## src/rtl/sprite_pkg.sv

```systemverilog
//==============================================================================
// Module   : sprite_pkg
// Brief    : Shared constants, frame-bit derivation and animation state type
//            for the sprite RAM controller.
// Revision : 1.0
//==============================================================================
`default_nettype none

package sprite_pkg;

  localparam logic [1:0] C_CFG_ORIGIN_X = 2'd0;
  localparam logic [1:0] C_CFG_ORIGIN_Y = 2'd1;
  localparam logic [1:0] C_CFG_CONTROL  = 2'd2;
  localparam logic [1:0] C_CFG_KEY      = 2'd3;

  localparam int C_CTRL_ANIM_EN_BIT = 0;
  localparam int C_CTRL_FSEL_LSB    = 1;
  localparam int C_CTRL_PERIOD_LSB  = 8;
  localparam int C_CTRL_PERIOD_W    = 8;
  localparam int C_KEY_EN_BIT       = 12;

  // Address bits left over for frame select once row/col bits are taken.
  function automatic int frame_bits(input int addr_w, input int spr_log2);
    return addr_w - 2 * spr_log2;
  endfunction

  typedef enum logic [0:0] {
    ST_STATIC = 1'b0,
    ST_ANIM   = 1'b1
  } anim_state_e;

endpackage

`default_nettype wire

```

## src/rtl/sprite_anim_seq.sv

```systemverilog
//==============================================================================
// Module   : sprite_anim_seq
// Brief    : Frame-synchronous sprite animation sequencer (STATIC/ANIM FSM,
//            step counter and displayed frame index).
// Revision : 1.0
//==============================================================================
`default_nettype none

module sprite_anim_seq
  import sprite_pkg::*;
#(
  parameter int FB       = 2,
  parameter int PERIOD_W = 8
) (
  input  logic                clk,
  input  logic                reset,
  input  logic                frame_start,
  input  logic                anim_en_next,
  input  logic [FB-1:0]       frame_sel_next,
  input  logic [PERIOD_W-1:0] period_next,
  output logic [FB-1:0]       disp_frame
);

  anim_state_e         state_q, state_d;
  logic [FB-1:0]       disp_q, disp_d;
  logic [PERIOD_W-1:0] cnt_q, cnt_d;
  logic [PERIOD_W-1:0] period_eff;
  logic [PERIOD_W:0]   cnt_inc;

  // The control word becoming the shadow at this frame_start is the one the
  // new frame runs under, so decisions use the *_next values directly.
  always_comb begin
    state_d    = state_q;
    disp_d     = disp_q;
    cnt_d      = cnt_q;
    period_eff = (period_next == '0) ? PERIOD_W'(1) : period_next;
    cnt_inc    = {1'b0, cnt_q} + (PERIOD_W + 1)'(1);
    if (frame_start) begin
      if (!anim_en_next) begin
        state_d = ST_STATIC;
        disp_d  = frame_sel_next;
        cnt_d   = '0;
      end else begin
        case (state_q)
          ST_STATIC: begin
            state_d = ST_ANIM;
            cnt_d   = '0;
          end
          ST_ANIM: begin
            if (cnt_inc >= {1'b0, period_eff}) begin
              cnt_d  = '0;
              disp_d = disp_q + FB'(1);
            end else begin
              cnt_d = cnt_inc[PERIOD_W-1:0];
            end
          end
          default: state_d = ST_STATIC;
        endcase
      end
    end
  end

  always_ff @(posedge clk) begin
    if (reset) begin
      state_q <= ST_STATIC;
      disp_q  <= '0;
      cnt_q   <= '0;
    end else begin
      state_q <= state_d;
      disp_q  <= disp_d;
      cnt_q   <= cnt_d;
    end
  end

  assign disp_frame = disp_q;

endmodule

`default_nettype wire

```

## src/rtl/sprite_ram_ctrl.sv

```systemverilog
//==============================================================================
// Module   : sprite_ram_ctrl
// Brief    : Sprite RAM sequencer: pixel-to-address pipeline with hit/key
//            qualification, tear-free pixel-load gating and config registers.
// Revision : 1.0
//==============================================================================
`default_nettype none

module sprite_ram_ctrl
  import sprite_pkg::*;
#(
  parameter int DATA_WIDTH = 12,
  parameter int ADDR_WIDTH = 12,
  parameter int SPR_LOG2   = 5,
  parameter int CNT_WIDTH  = 11,
  parameter int V_ACTIVE   = 480
) (
  input  logic                  clk,
  input  logic                  reset,
  input  logic [CNT_WIDTH-1:0]  x,
  input  logic [CNT_WIDTH-1:0]  y,
  input  logic                  frame_start,
  input  logic                  cfg_we,
  input  logic [1:0]            cfg_addr,
  input  logic [15:0]           cfg_wdata,
  input  logic                  ld_valid,
  output logic                  ld_ready,
  input  logic [ADDR_WIDTH-1:0] ld_addr,
  input  logic [DATA_WIDTH-1:0] ld_data,
  output logic                  ram_we,
  output logic [ADDR_WIDTH-1:0] ram_addr_w,
  output logic [DATA_WIDTH-1:0] ram_din,
  output logic [ADDR_WIDTH-1:0] ram_addr_r,
  input  logic [DATA_WIDTH-1:0] ram_dout,
  output logic                  spr_en,
  output logic                  spr_rgb_unused_guard_n,
  output logic [DATA_WIDTH-1:0] spr_rgb
);

  localparam int FB = frame_bits(ADDR_WIDTH, SPR_LOG2);
  localparam int PW = C_CTRL_PERIOD_W;

  logic [CNT_WIDTH-1:0]  ox_st_q, ox_st_d, oy_st_q, oy_st_d;
  logic [CNT_WIDTH-1:0]  ox_sh_q, ox_sh_d, oy_sh_q, oy_sh_d;
  logic                  anim_en_st_q, anim_en_st_d;
  logic [FB-1:0]         fsel_st_q, fsel_st_d;
  logic [PW-1:0]         period_st_q, period_st_d;
  logic [DATA_WIDTH-1:0] key_q, key_d;
  logic                  key_en_q, key_en_d;
  logic [FB-1:0]         disp_frame;

  logic [CNT_WIDTH:0]    dx, dy;
  logic                  hit;
  logic [ADDR_WIDTH-1:0] ram_addr_r_q, ram_addr_r_d;
  logic                  hit_d1_q, hit_d1_d, hit_d2_q, hit_d2_d;
  logic                  ld_fire;
  logic                  ram_we_q, ram_we_d;
  logic [ADDR_WIDTH-1:0] ram_addr_w_q, ram_addr_w_d;
  logic [DATA_WIDTH-1:0] ram_din_q, ram_din_d;

  // Staging registers; shadows pick up the staged value (including a write
  // landing in the same cycle) on frame_start.
  always_comb begin
    ox_st_d      = ox_st_q;
    oy_st_d      = oy_st_q;
    anim_en_st_d = anim_en_st_q;
    fsel_st_d    = fsel_st_q;
    period_st_d  = period_st_q;
    key_d        = key_q;
    key_en_d     = key_en_q;
    if (cfg_we) begin
      case (cfg_addr)
        C_CFG_ORIGIN_X: ox_st_d = cfg_wdata[CNT_WIDTH-1:0];
        C_CFG_ORIGIN_Y: oy_st_d = cfg_wdata[CNT_WIDTH-1:0];
        C_CFG_CONTROL: begin
          anim_en_st_d = cfg_wdata[C_CTRL_ANIM_EN_BIT];
          fsel_st_d    = cfg_wdata[C_CTRL_FSEL_LSB +: FB];
          period_st_d  = cfg_wdata[C_CTRL_PERIOD_LSB +: PW];
        end
        C_CFG_KEY: begin
          key_d    = cfg_wdata[DATA_WIDTH-1:0];
          key_en_d = cfg_wdata[C_KEY_EN_BIT];
        end
        default: ;
      endcase
    end
    ox_sh_d = frame_start ? ox_st_d : ox_sh_q;
    oy_sh_d = frame_start ? oy_st_d : oy_sh_q;
  end

  sprite_anim_seq #(
    .FB       (FB),
    .PERIOD_W (PW)
  ) u_anim (
    .clk            (clk),
    .reset          (reset),
    .frame_start    (frame_start),
    .anim_en_next   (anim_en_st_d),
    .frame_sel_next (fsel_st_d),
    .period_next    (period_st_d),
    .disp_frame     (disp_frame)
  );

  // One guard bit above the counter width makes negative offsets fail the
  // range check instead of wrapping into the sprite.
  always_comb begin
    dx           = {1'b0, x} - {1'b0, ox_sh_q};
    dy           = {1'b0, y} - {1'b0, oy_sh_q};
    hit          = (dx[CNT_WIDTH:SPR_LOG2] == '0) && (dy[CNT_WIDTH:SPR_LOG2] == '0);
    ram_addr_r_d = hit ? {disp_frame, dy[SPR_LOG2-1:0], dx[SPR_LOG2-1:0]} : ram_addr_r_q;
    hit_d1_d     = hit;
    hit_d2_d     = hit_d1_q;
  end

  // Loads into the frame on screen are only allowed during vertical blanking.
  assign ld_ready = !reset &&
                    ((y >= CNT_WIDTH'(V_ACTIVE)) || (ld_addr[ADDR_WIDTH-1 -: FB] != disp_frame));
  assign ld_fire  = ld_valid && ld_ready;

  always_comb begin
    ram_we_d     = ld_fire;
    ram_addr_w_d = ld_fire ? ld_addr : ram_addr_w_q;
    ram_din_d    = ld_fire ? ld_data : ram_din_q;
  end

  always_ff @(posedge clk) begin
    if (reset) begin
      ox_st_q      <= '0;
      oy_st_q      <= '0;
      ox_sh_q      <= '0;
      oy_sh_q      <= '0;
      anim_en_st_q <= 1'b0;
      fsel_st_q    <= '0;
      period_st_q  <= '0;
      key_q        <= '0;
      key_en_q     <= 1'b0;
      ram_addr_r_q <= '0;
      hit_d1_q     <= 1'b0;
      hit_d2_q     <= 1'b0;
      ram_we_q     <= 1'b0;
      ram_addr_w_q <= '0;
      ram_din_q    <= '0;
    end else begin
      ox_st_q      <= ox_st_d;
      oy_st_q      <= oy_st_d;
      ox_sh_q      <= ox_sh_d;
      oy_sh_q      <= oy_sh_d;
      anim_en_st_q <= anim_en_st_d;
      fsel_st_q    <= fsel_st_d;
      period_st_q  <= period_st_d;
      key_q        <= key_d;
      key_en_q     <= key_en_d;
      ram_addr_r_q <= ram_addr_r_d;
      hit_d1_q     <= hit_d1_d;
      hit_d2_q     <= hit_d2_d;
      ram_we_q     <= ram_we_d;
      ram_addr_w_q <= ram_addr_w_d;
      ram_din_q    <= ram_din_d;
    end
  end

  assign ram_we     = ram_we_q;
  assign ram_addr_w = ram_addr_w_q;
  assign ram_din    = ram_din_q;
  assign ram_addr_r = ram_addr_r_q;
  assign spr_en     = hit_d2_q && !(key_en_q && (ram_dout == key_q));
  assign spr_rgb    = hit_d2_q ? ram_dout : '0;
  assign spr_rgb_unused_guard_n = 1'b1;

endmodule

`default_nettype wire

```

## config.mk

```make
export PLATFORM = sky130hd
export DESIGN_NAME = sprite_ram_ctrl
export DESIGN_NICKNAME = d
export VERILOG_FILES = /design/src/rtl/sprite_pkg.sv /design/src/rtl/sprite_anim_seq.sv /design/src/rtl/sprite_ram_ctrl.sv
export SDC_FILE = /design/constraint.sdc
export NUM_CORES = 1
export LEC_CHECK = 0
export BUFFER_PORTS_ARGS = -buffer_cell sky130_fd_sc_hd__buf_4
export CAP_MARGIN = 15
export CELL_PAD_IN_SITES_DETAIL_PLACEMENT = 0
export CELL_PAD_IN_SITES_GLOBAL_PLACEMENT = 1
export CORE_ASPECT_RATIO = 0.9
export CORE_MARGIN = 5
export CORE_UTILIZATION = 43
export DETAILED_ROUTE_END_ITERATION = 8
export PLACE_DENSITY_LB_ADDON = 0.1
export SYNTH_ARGS = -nofsm -noshare
export SYNTH_HDL_FRONTEND = slang
export SYNTH_SLANG_ARGS = --single-unit
```

## constraint.sdc

```tcl
create_clock -name clk -period 6.45 [get_ports clk]
set_clock_uncertainty 0.15 [all_clocks]
set_input_delay 1.29 -clock clk [delete_from_list [all_inputs] [get_ports clk]]
set_output_delay 1.29 -clock clk [all_outputs]
set_load 0.05 [all_outputs]
```

### Yosys cells after proc, flatten, opt, wreduce, memory -nomap -nowiden

Cells that the tools add are included.

| word-level totals | value |
|---|---|
| register bits | 118 |
| input bits | 81 |
| output and inout port bits | 52 |

| operators by class | value |
|---|---|
| $add $sub $neg | 4 |
| order comparisons | 2 |
| equal/unequal tests | 7 |
| multiplexer cells | 19 |
| bitwise operators | 1 |
| reductions and logical operators | 14 |

Operators by type and width:

| operator | number |
|---|---|
| 2-to-1 mux 11 bit | 4 |
| 2-to-1 mux 8 bit | 5 |
| subtractor 11 x 11 -> 12 bit | 2 |
| case mux 8 bit (2 select lines) | 1 |
| logical NOT 7 bit | 2 |
| equality test 12 bit | 1 |
| 2-to-1 mux 12 bit | 1 |
| greater-or-equal comparator 11 x 9 -> 1 bit, second input constant | 1 |
| 2-to-1 mux 2 bit | 5 |
| adder 8 x 1 -> 9 bit, second input constant | 1 |
| greater-or-equal comparator 9 x 8 -> 1 bit | 1 |
| logical NOT 8 bit | 1 |
| logical AND 1 bit | 5 |
| equality test 2 bit, second input constant | 2 |
| inequality test 2 bit, second input constant | 2 |
| 2-to-1 mux 1 bit | 3 |
| AND reduction 3 bit | 1 |
| adder 2 x 1 -> 2 bit, second input constant | 1 |
| equality test 2 x 1 -> 1 bit, second input constant | 1 |
| logical NOT 1 bit | 2 |
| logical NOT 2 bit | 1 |
| inequality test 2 bit | 1 |
| AND reduction 2 bit | 1 |
| logical OR 1 bit | 1 |
| inverter 1 bit | 1 |

### Longest topological paths before layout

Gate-level depths: netlist (run 1).

| logic depth | value |
|---|---|
| depth in word-level cells | 9 |
| depth in mapped cells | 14 |

### By module

From an unflattened synthesis (run 1), not the netlist that was laid out.

| second synthesis, totals | value |
|---|---|
| cell total of the unflattened synthesis | 678 |
| area total of the unflattened synthesis | 6045.8 µm² |

By module, submodules not included:

| module | instances | cells each | area each (µm²) | sequential area each (µm²) |
|---|---|---|---|---|
| sprite_ram_ctrl | 1 | 591 | 5241.3 | 2142.1 |
| sprite_anim_seq | 1 | 87 | 804.5 | 220.2 |

### Least setup slack after synthesis (run 1)

OpenSTA, ideal clock, no wires.

| path | value |
|---|---|
| path kind | input -> output |
| start | input port ld_addr[10] |
| end | output port ld_ready |
| data arrival time | 2.334 ns |
| data required time | 5.010 ns |
| path slack | 2.676 ns |
| stages | 3 |
| buffers on the path | 0 |
| path through | xor2_1 nor3_1 a31oi_1 |

| on the way | value |
|---|---|
| cells in the longest elaborated chain, start to end | 3 |

Ends and longest elaborated chain:

| item | RTL line | RTL |
|---|---|---|
| from (decl) | sprite_ram_ctrl.sv:28 | `input logic [ADDR_WIDTH-1:0] ld_addr,` |
| inequality test 2 bit | sprite_ram_ctrl.sv:117 | `((y >= CNT_WIDTH'(V_ACTIVE)) \|\| (ld_addr[ADDR_WIDTH-1 -: FB] != disp_frame));` |
| logical OR 1 bit | sprite_ram_ctrl.sv:117 |  |
| logical AND 1 bit | sprite_ram_ctrl.sv:116 | `assign ld_ready = !reset &&` |
| to (decl) | sprite_ram_ctrl.sv:27 | `output logic ld_ready,` |

No other way between the ends.

### Final worst setup path (run 1)

| path | value |
|---|---|
| start | input port cfg_addr[0] |
| end | register u_anim.cnt_q[5] |

| on the way | value |
|---|---|
| cells in the longest elaborated chain, start to end | 9 |
| elaborated cells between the ends (all ways) | 11 |
| classes of those cells | order compare: 1; eq/ne: 1; mux: 8; reduce/logical: 1 |

Ends and longest elaborated chain:

| item | RTL line | RTL |
|---|---|---|
| from (decl) | sprite_ram_ctrl.sv:24 | `input logic [1:0] cfg_addr,` |
| equality test 2 bit (*) | sprite_ram_ctrl.sv:72 | `case (cfg_addr)` |
| 2-to-1 mux 8 bit | sprite_ram_ctrl.sv:72 |  |
| 2-to-1 mux 8 bit | sprite_ram_ctrl.sv:71 | `if (cfg_we) begin` |
| logical NOT 8 bit | sprite_anim_seq.sv:36 | `period_eff = (period_next == '0) ? PERIOD_W'(1) : period_next;` |
| 2-to-1 mux 8 bit | sprite_anim_seq.sv:36 |  |
| greater-or-equal comparator 9 x 8 -> 1 bit | sprite_anim_seq.sv:50 | `if (cnt_inc >= {1'b0, period_eff}) begin` |
| 2-to-1 mux 8 bit | sprite_anim_seq.sv:50 |  |
| case mux 8 bit (2 select lines) | sprite_anim_seq.sv:44 | `case (state_q)` |
| 2-to-1 mux 8 bit (*) | sprite_anim_seq.sv:39 | `if (!anim_en_next) begin` |
| to (signal assigned) | sprite_anim_seq.sv:71 | `cnt_q <= cnt_d;` |
| to (decl) | sprite_anim_seq.sv:26 | `logic [PERIOD_W-1:0] cnt_q, cnt_d;` |

Mark *: on every way between the ends. The rest lies on a longest branch, timed or not.
A chain may end at the register's enable or synchronous reset.

==> qor.yml, run 1 <==
setup_path:
  path_max_fanout: 11
  crit_required_ps: 6630
  rrSetupSlack_ps: 3330
  crit_arrival_ps: 4270
  endpoint_kind: "flop"
  criticalPathCategory: "input pin to flop"
  cp-start-kind: "input pin"
timing:
  setup_viol: 0
  holdWs_ps: 291
  fmax_mhz: 244
  min_period_ps: 4090
  setup_tns_ps: 0
  fin_crit_sh_pct: 63.5
  worst_pin_slew_ps: 818
  final_hold_viol_count: 0
  slew_violations: 0
  grt_setup_unrepaired: "false"
  slew_headroom_pct: 45.3
  fin_ws_ps: 2360
clock_network:
  cts_tree: "built"
  path_clk_slew_ps: 50
  root_buffer: "clkbuf_16"
  worstSkewPairLatency_ps: 410
  hold_buffers: 0
  clock_path_buffers: 2
  htree_num_levels: 4
  cts_setup_buffers: 0
  cts_resized: 0
  clock_sinks: 118
  numCtsBuffers: 17
power_and_ir_drop:
  power.share.sequential_pct: 39.7
  finalPower_mw: 1.96
  p_leak_nw: 3.53
  powerDensity_nw_per_um2: 258
  peakVddDrop_v: 0.000192
  p_sw_mw: 0.518
  p_sw_share_pct: 26.5
  intPower_mw: 1.44
  pwr-share-comb_pct: 17.1
  pwr-share-clk_pct: 43.2
synth:
  synth_area_per_cell_um2: 8.54
  synth_ff_type: "dfxtp_1"
  ys_ff_latch: 118
  yosysTopAreaCellShare_pct: 39.4
  seq_area_frac_synth_pct: 39.4
  synth_nets: 816
  yosysUniqueCellTypes: 64
  ys_warn_count: 0
  synth_cells: 702
  yosysTopAreaCell: "dfxtp_1"
  synth.area.top_cells: "dfxtp_1 39%, mux2i_1 7.4%, ha_1 6.5%, nand2_1 6.4%, nor2_1 5.1%"
  syn-cell-area_um2: 5990
  synth-async-reset-ratio_pct: 0
  synth_enable_flop_cells: 0
placed_design:
  place_congestion: 0.874
  portBuffers: 131
  numPlacedInstances: 975
  dp_slack_ps: 1940
  dp_hpwl_um: 11900
finish:
  final_cell_mix: "135 x buf_4, 118 x dfxtp_1, 102 x nand2_1"
  area_growth_pct: 26.7
  fin_nets: 936
  final_cells: 1004
  drive_gt1_share_pct: 22.4
  mostFrequentLayoutCell: "buf_4"
  antennaDiodeCount: 0
route:
  highest_layer: "met4"
  drc: 0
  routed_wirelength_um: 15700
  first_iter_violations: 258
  first_pass_iters: 5
  ant_nets: 0
  wl_met1_um: 7030
  met3_length_um: 605
  vias_per_cell: 5.16
  wl_met2_um: 7820
  routedWlPerCell_um: 15.6
  vias: 5178
grt:
  grt_pass1_wl_um: 25000
  antenna_found_initial: 0
  grt_max_degree: 69
  track_usage_pct: 19.0
  grt-ovfl-total: 0
  grt_pass1_vias: 5065
floorplanning:
  die_w_um: 134
  ios: 133
  coreArea_um2: 13900
  row_count: 41
  start_util_pct: 43.3
  die_area_um2: 16400
  dieHeight_um: 122
flow_run:
  cap_violations: 0
worst_hold_path:
  hold_path_class: "flop to flop"
outcome:
  outcome: "finished, final reports clean"
-- power groups by stage --
stage                     Sequential [mW]  Combinational, mW  Clock [mW]
after global placement              0.790              0.329           0
after global routing                0.779              0.367       0.900
after floorplan                     0.828              0.187           0
after CTS                           0.776              0.336       0.865
final                               0.777              0.334       0.846
after detailed placement            0.791              0.335           0
-- flip-flops by register name, summed over array words and instances (netlist names) --
name	flops
oy_sh_q	11
ram_addr_w	12
ox_sh_q	11
anim_en_st_q	1
period_st_q	8
u_anim.disp_frame	2
key_en_q	1
fsel_st_q	2
key_q	12
hit_d2_q	1
u_anim.state_q	1
hit_d1_q	1
ram_din	12
oy_st_q	11
ox_st_q	11
ram_addr_r	12
u_anim.cnt_q	8
ram_we	1
-- worst max-delay path, cell delays in order --
cell and delay [ps]:
buf_4 130, nand3b_1 570, mux2i_1 480, nand3_1 130, o21ai_0 190, ha_1 260, nand4_1 80, nor2_1 50
a2111o_1 330, nor3_2 420, nand2_1 140, o221ai_1 200
-- path summary, 6_finish.rpt --
check                                                   from                            to  cells past startpoint
worst max-delay path                             cfg_addr[0]  u_anim.cnt_q[5]$_SDFFE_PP0P_                     12
worst min-delay path                     hit_d1_q$_SDFF_PP0_           hit_d2_q$_SDFF_PP0_                      1
worst max register to register  u_anim.cnt_q[2]$_SDFFE_PP0P_  u_anim.cnt_q[5]$_SDFFE_PP0P_                     11
worst min register to register           hit_d1_q$_SDFF_PP0_           hit_d2_q$_SDFF_PP0_                      1
-- kinds of logic after synthesis --
logic type                 count (synthesis)  share of synthesized area [%]
buffers and inverters                     66                           4.84
DFF                                      118                           39.4
adders and majority gates                 33                           7.14
AOI/OAI and AO/OA                        112                           12.6
and+or+nand+nor                          293                           22.8
muxes                                     52                           9.17
xor gates and xnor gates                  27                           3.95
other                                      1                         0.0626
-- metal layers --
| metal | global-route usage, % | vias to the layer above |
|---|---|---|
| met1 | 24.4 | 2430 |
| li1 | - | 2647 |
| met4 | 6.11 | 0 |
| met2 | 31.6 | 91 |
| met5 | 0 | - |
| met3 | 4.67 | 10 |
-- cell usage after synthesis (6+ instances only) --
master and count:
dfxtp_1 118, nand2_1 102, nor2_1 82, mux2i_1 44
nand3_1 37, ha_1 31, inv_1 30, a21oi_1 27
clkbuf_1 24, a211oi_1 23, o21ai_0 22, xnor2_1 18
and2_1 14, nand2b_1 11, nor2b_1 11, xor2_1 9
nand4_1 7, o211ai_1 6
-- final cells by class --
| cell class | instances | area [um^2] |
|---|---|---|
| fillers | 1316 | 6260 |
| multi-input cells | 518 | 3340 |
| flip-flops and latches | 118 | 2360 |
| repair buffers | 135 | 1010 |
| clock buffers | 25 | 515 |
| well taps | 172 | 215 |
| inverters | 32 | 120 |
| clock inverters | 4 | 20.0 |
-- metrics by stage --
stage          util (%)  instance area (um^2)
2_1_floorplan         -                  5990
3_3_place_gp       50.9                  7060
3_5_place_dp       50.9                  7060
4_1_cts            54.8                  7590
5_1_grt            54.8                  7590
6_report           54.8                  7590
Power figures use the tool's default switching activity.
==> run 2: changes to the inputs <==
--- a/config.mk
+++ b/config.mk
@@ -11,7 +11,7 @@
 export CELL_PAD_IN_SITES_GLOBAL_PLACEMENT = 1
 export CORE_ASPECT_RATIO = 0.9
 export CORE_MARGIN = 5
-export CORE_UTILIZATION = 43
+export CORE_UTILIZATION = 36
 export DETAILED_ROUTE_END_ITERATION = 8
 export PLACE_DENSITY_LB_ADDON = 0.1
 export SYNTH_ARGS = -nofsm -noshare
==> constraint.sdc (replaced) <==
create_clock -name clk -period 3.28 [get_ports clk]
set_clock_uncertainty 0.15 [all_clocks]
set_input_delay 0.656 -clock clk [delete_from_list [all_inputs] [get_ports clk]]
set_output_delay 0.656 -clock clk [all_outputs]
set_load 0.05 [all_outputs]
==> qor.yml, run 2 (synthesis gave the netlist of run 1 again) <==
flow_run:
  cap_violations: 0  # unchanged
finish:
  final_cell_mix: "151 x buf_4, 118 x dfxtp_1, 102 x nand2_1"
  fin_nets: 953  # +1.8%
  final_cells: 1059  # +5.5%
  fillers: 1577  # +20%
  drive_gt1_share_pct: 24.4  # +2.1 points
  postLayoutCoreUtil_pct: 48.4  # -6.4 points
  area_growth_pct: 31.2
  mostFrequentLayoutCell: "buf_4"
  antennaDiodeCount: 0  # unchanged
route:
  first_iter_violations: 217  # -16%
  ant_nets: 0  # unchanged
  routedWlPerCell_um: 15.5  # -0.66%
  drc: 0  # unchanged
  first_pass_iters: 5  # unchanged
  routed_wirelength_um: 16400  # +4.8%
  vias_per_cell: 4.98  # -3.5%
  vias: 5270  # +1.8%
power_and_ir_drop:
  powerDensity_nw_per_um2: 528  # +100%
  peakVddDrop_v: 0.000405  # +110%
  p_leak_nw: 3.63  # +3.0%
  finalPower_mw: 4.15  # +110%
setup_path:
  r2r_cells: 12  # +1
  r2r-start: "u_anim.cnt_q[0]$_SDFFE_PP0P_"
  cp-startpoint: "u_anim.cnt_q[0]$_SDFFE_PP0P_"
  endpoint_kind: "flop"
  criticalPathCategory: "flop to flop"
  crit_arrival_ps: 3170  # -1100 ps
  cp-start-kind: "flop"
  crit_required_ps: 3470  # -3160 ps
  path_max_fanout: 6  # -5
timing:
  fmax_mhz: 336
  grt_setup_unrepaired: "false"
  setup_viol: 0  # unchanged
  final_hold_viol_count: 0  # unchanged
  fin_ws_ps: 304  # -2050 ps
  fin_crit_sh_pct: 90.7
  slew_violations: 0  # unchanged
  worst_pin_slew_ps: 813  # -4.97 ps
  min_period_ps: 2980
  holdWs_ps: 274  # -16.4 ps
  slew_headroom_pct: 45.6  # +0.33 points
floorplanning:
  dieHeight_um: 132  # +8.5%
  die_area_um2: 19300  # +18%
  row_count: 44  # +7.3%
  start_util_pct: 36.9  # -6.4 points
  ios: 133  # unchanged
  die_w_um: 146  # +8.6%
  coreArea_um2: 16200  # +17%
clock_network:
  worstSkewPairLatency_ps: 410  # about the same
  cts_tree: "built"
  clock_path_buffers: 2  # unchanged
  cts_setup_buffers: 0  # unchanged
  htree_num_levels: 4  # unchanged
  path_clk_slew_ps: 60  # about the same
  hold_buffers: 0  # unchanged
  clock_sinks: 118  # unchanged
  numCtsBuffers: 17  # unchanged
  cts_resized: 0  # unchanged
  root_buffer: "clkbuf_16"
grt:
  grt_max_degree: 48  # -30%
  track_usage_pct: 16.8  # -2.2 points
  grt_pass1_vias: 5235  # +3.4%
  grt_pass1_wl_um: 26300  # +5.5%
  antenna_found_initial: 0  # unchanged
  grt-ovfl-total: 0  # unchanged
placed_design:
  dp_hpwl_um: 12600  # +5.8%
  dp_slack_ps: -9.19  # -1950 ps
  place_congestion: 0.877  # +0.39%
  portBuffers: 131  # unchanged
  numPlacedInstances: 1027  # +5.3%
worst_hold_path:
  hold_path_class: "input pin to flop"
  hold-path-cell-count: 3  # +2
  min-delay-start: "ld_addr[6]"
outcome:
  outcome: "finished, final reports clean"
[run 2: layout make-up]
class                   count  area [um^2]  share of cell area [%]
well taps                 207          259                    3.29
multi-input cells         518         3340                    42.5
clock inverters            13          170                    2.16
inverters                  32          120                    1.53
repair buffers            152         1150                    14.7
flip-flops and latches    118         2360                    30.0
clock buffers              19          453                    5.76
[run 2: report_power, final]
group / switching (mW) / internal, mW / leakage [nW] / total, mW
clock network: 0.701 / 1.24 / 0.297 / 1.94
logic: 0.395 / 0.286 / 2.37 / 0.681
registers: 0.0314 / 1.49 / 0.964 / 1.53
[run 2: layer usage]
layer  up-vias  GRT usage (%)  share of wire, %
met1      2448           22.6                48
met5         -              0                 0
met3        12           4.61               5.4
met4         0           4.60              0.87
met2       123           26.6                46
li1       2687              -                 -
[run 2: final timing paths]
kind	to	slack [ps]
setup / recovery	u_anim.cnt_q[0]$_SDFFE_PP0P_	300
hold / removal	ram_addr_w[6]$_SDFFE_PP0P_	270
setup reg to reg	u_anim.cnt_q[0]$_SDFFE_PP0P_	300
hold reg to reg	ram_addr_w[11]$_SDFFE_PP0P_	300
[run 2: stage by stage]
step | area, um^2 | setup TNS [ps]
after CTS | 7860 | 0
after global routing | 7860 | 0
after detailed placement | 7240 | -9.19
after floorplan | 5990 | 0
final | 7860 | 0
after global placement | 7240 | 0
[run 2: critical path: stages, from the launching register on]
cell and delay, ps:
dfxtp_1 420, nand3_1 200, or2_2 390, nor2_1 140, xor2_1 220, ha_1 290, nand4_1 110, nor2_1 50
a2111o_1 340, nor3_2 230, buf_4 170, nand3b_1 80, a21oi_1 130
==> run 3: changes to the inputs <==
--- a/config.mk
+++ b/config.mk
@@ -11,7 +11,7 @@
 export CELL_PAD_IN_SITES_GLOBAL_PLACEMENT = 1
 export CORE_ASPECT_RATIO = 0.9
 export CORE_MARGIN = 5
-export CORE_UTILIZATION = 36
+export CORE_UTILIZATION = 40
 export DETAILED_ROUTE_END_ITERATION = 8
 export PLACE_DENSITY_LB_ADDON = 0.1
 export SYNTH_ARGS = -nofsm -noshare
==> constraint.sdc (replaced) <==
create_clock -name clk -period 3.11 [get_ports clk]
set_clock_uncertainty 0.15 [all_clocks]
set_input_delay 0.622 -clock clk [delete_from_list [all_inputs] [get_ports clk]]
set_output_delay 0.622 -clock clk [all_outputs]
set_load 0.05 [all_outputs]
==> qor.yml, run 3 (synthesis gave the netlist of run 1 again) <==
timing:
  fin_ws_ps: 208  # -96.1 ps
  slew_headroom_pct: 48.9  # +3.3 points
  worst_pin_slew_ps: 764  # -49.1 ps
  fin_crit_sh_pct: 93.3  # +2.6 points
  fmax_mhz: 345  # +2.5%
  slew_violations: 0  # unchanged
  setup_viol: 0  # unchanged
  holdWs_ps: 243  # -31.1 ps
  final_hold_viol_count: 0  # unchanged
  setup_tns_ps: 0  # unchanged
  min_period_ps: 2900  # -73.9 ps
floorplanning:
  ios: 133  # unchanged
  start_util_pct: 40.7  # +3.8 points
  die_w_um: 139  # -4.8%
  row_count: 42  # -4.5%
  die_area_um2: 17500  # -9.3%
  coreArea_um2: 14700  # -9.4%
  dieHeight_um: 126  # -4.7%
setup_path:
  cp_top_family: "simple AND/OR/NAND/NOR gates"
  path_cells: "nand3_1 > or2_2 > nor2_1 > xor2_1 > ha_1 > nand4_1 > nor2_1 > a2111o_1 > nor2_1 > a21oi_1 > o221a_2"
  cp-startpoint: "u_anim.cnt_q[2]$_SDFFE_PP0P_"
  crit_required_ps: 3260  # -210 ps
  max_stage_delay_ps: 390  # -30 ps
  r2r-start: "u_anim.cnt_q[2]$_SDFFE_PP0P_"
  critPathBufInv: 0  # -1
  cpMaxStageDelayCell: "dfxtp_1"
  crit_path_frequent_cell: "nor2_1"
  path_max_fanout: 5  # -1
  crit_arrival_ps: 3050  # -120 ps
  cp-start-kind: "flop"
  endpoint_kind: "flop"
  criticalPathCategory: "flop to flop"
route:
  routedWlPerCell_um: 14.9  # -3.5%
  routed_wirelength_um: 15800  # -3.4%
  vias_per_cell: 4.96  # -0.28%
  vias: 5260  # -0.19%
  first_iter_violations: 254  # +17%
  drc: 0  # unchanged
  ant_nets: 0  # unchanged
  first_pass_iters: 5  # unchanged
clock_network:
  clock_path_buffers: 2  # unchanged
  numCtsBuffers: 17  # unchanged
  path_clk_slew_ps: 60  # about the same
  clock_sinks: 118  # unchanged
  root_buffer: "clkbuf_16"
  worstSkewPairLatency_ps: 410  # about the same
  cts_tree: "built"
  hold_buffers: 0  # unchanged
  cts_setup_buffers: 0  # unchanged
  htree_num_levels: 4  # unchanged
worst_hold_path:
  min-delay-start: "ld_data[3]"
  hold_path_class: "input pin to flop"
finish:
  register_area_um2: 2360  # about the same
  antennaDiodeCount: 0  # unchanged
  final_cell_mix: "160 x buf_4, 117 x dfxtp_1, 102 x nand2_1"
  mostFrequentLayoutCell: "buf_4"
  multi_input_area_um2: 3350  # +0.19%
  fin_nets: 963  # +1.0%
  fillers: 1403  # -11%
  area_growth_pct: 33.0
  drive_gt1_share_pct: 25.4  # +0.99 points
power_and_ir_drop:
  p_leak_nw: 3.71  # +2.1%
  peakVddDrop_v: 0.000459  # +13%
  finalPower_mw: 4.45  # +7.3%
  powerDensity_nw_per_um2: 559  # +5.8%
grt:
  grt_max_degree: 58  # +21%
  grt-ovfl-total: 0  # unchanged
  antenna_found_initial: 0  # unchanged
  grt_pass1_vias: 5187  # -0.92%
  track_usage_pct: 18.1  # +1.3 points
  grt_pass1_wl_um: 26000  # -1.4%
outcome:
  outcome: "finished, final reports clean"
placed_design:
  dp_hpwl_um: 12100  # -3.9%
  portBuffers: 131  # unchanged
  place_congestion: 0.948  # +8.0%
  dp_slack_ps: -51.6  # -42.4 ps
flow_run:
  cap_violations: 0  # unchanged
## run 3: metal layers
metal	GRT usage (%)	vias up	wire, um
met4	3.97	0	134
met3	5.12	10	772
met2	28.6	119	7230
met5	0	-	0
li1	-	2712	-
met1	24.7	2419	7710
## run 3: timing repair
| action | 4_1_cts | 5_1_grt |
|---|---|---|
| endpoints found under the setup margin | 0 | 5 |
| gates resized for setup | 0 | 2 |
| endpoints found under the hold margin | 0 | 0 |
## run 3: metrics by stage
| stage | area [um^2] | cells | util [%] |
|---|---|---|---|
| 2_1_floorplan | 5990 | 702 | - |
| 3_3_place_gp | 7320 | 1028 | 49.7 |
| 3_5_place_dp | 7320 | 1028 | 49.7 |
| 4_1_cts | 7960 | 1060 | 54.1 |
| 5_1_grt | 7970 | 1060 | 54.2 |
| 6_report | 7970 | 1060 | 54.2 |
## run 3: worst min-delay path, stage by stage
cell     delay, ps
buf_4           80
nand2_1         40
nand2_1         40
## run 3: worst paths after layout
| check | end | slack (ps) | cells after the start |
|---|---|---|---|
| min reg2reg | ram_din[7]$_SDFFE_PP0P_ | 300 | 2 |
| max | u_anim.disp_frame[0]$_SDFFE_PP0P_ | 210 | 11 |
| max reg2reg | u_anim.disp_frame[0]$_SDFFE_PP0P_ | 210 | 11 |
| min | ram_din[3]$_SDFFE_PP0P_ | 240 | 3 |
## run 3: final cells by class
class                      instances  area share (%)
clock buffer                      19            5.68
inverter                          32            1.51
timing repair buffer             162            15.6
clock inverter                    13            2.45
sequential                       118            29.6
tap                              198            3.11
multi-input combinational        518            42.0
## run 3: report_power, final
part | internal [mW] | switching [mW]
Clock | 1.39 | 0.722
Sequential | 1.58 | 0.0329
Combinational | 0.310 | 0.419
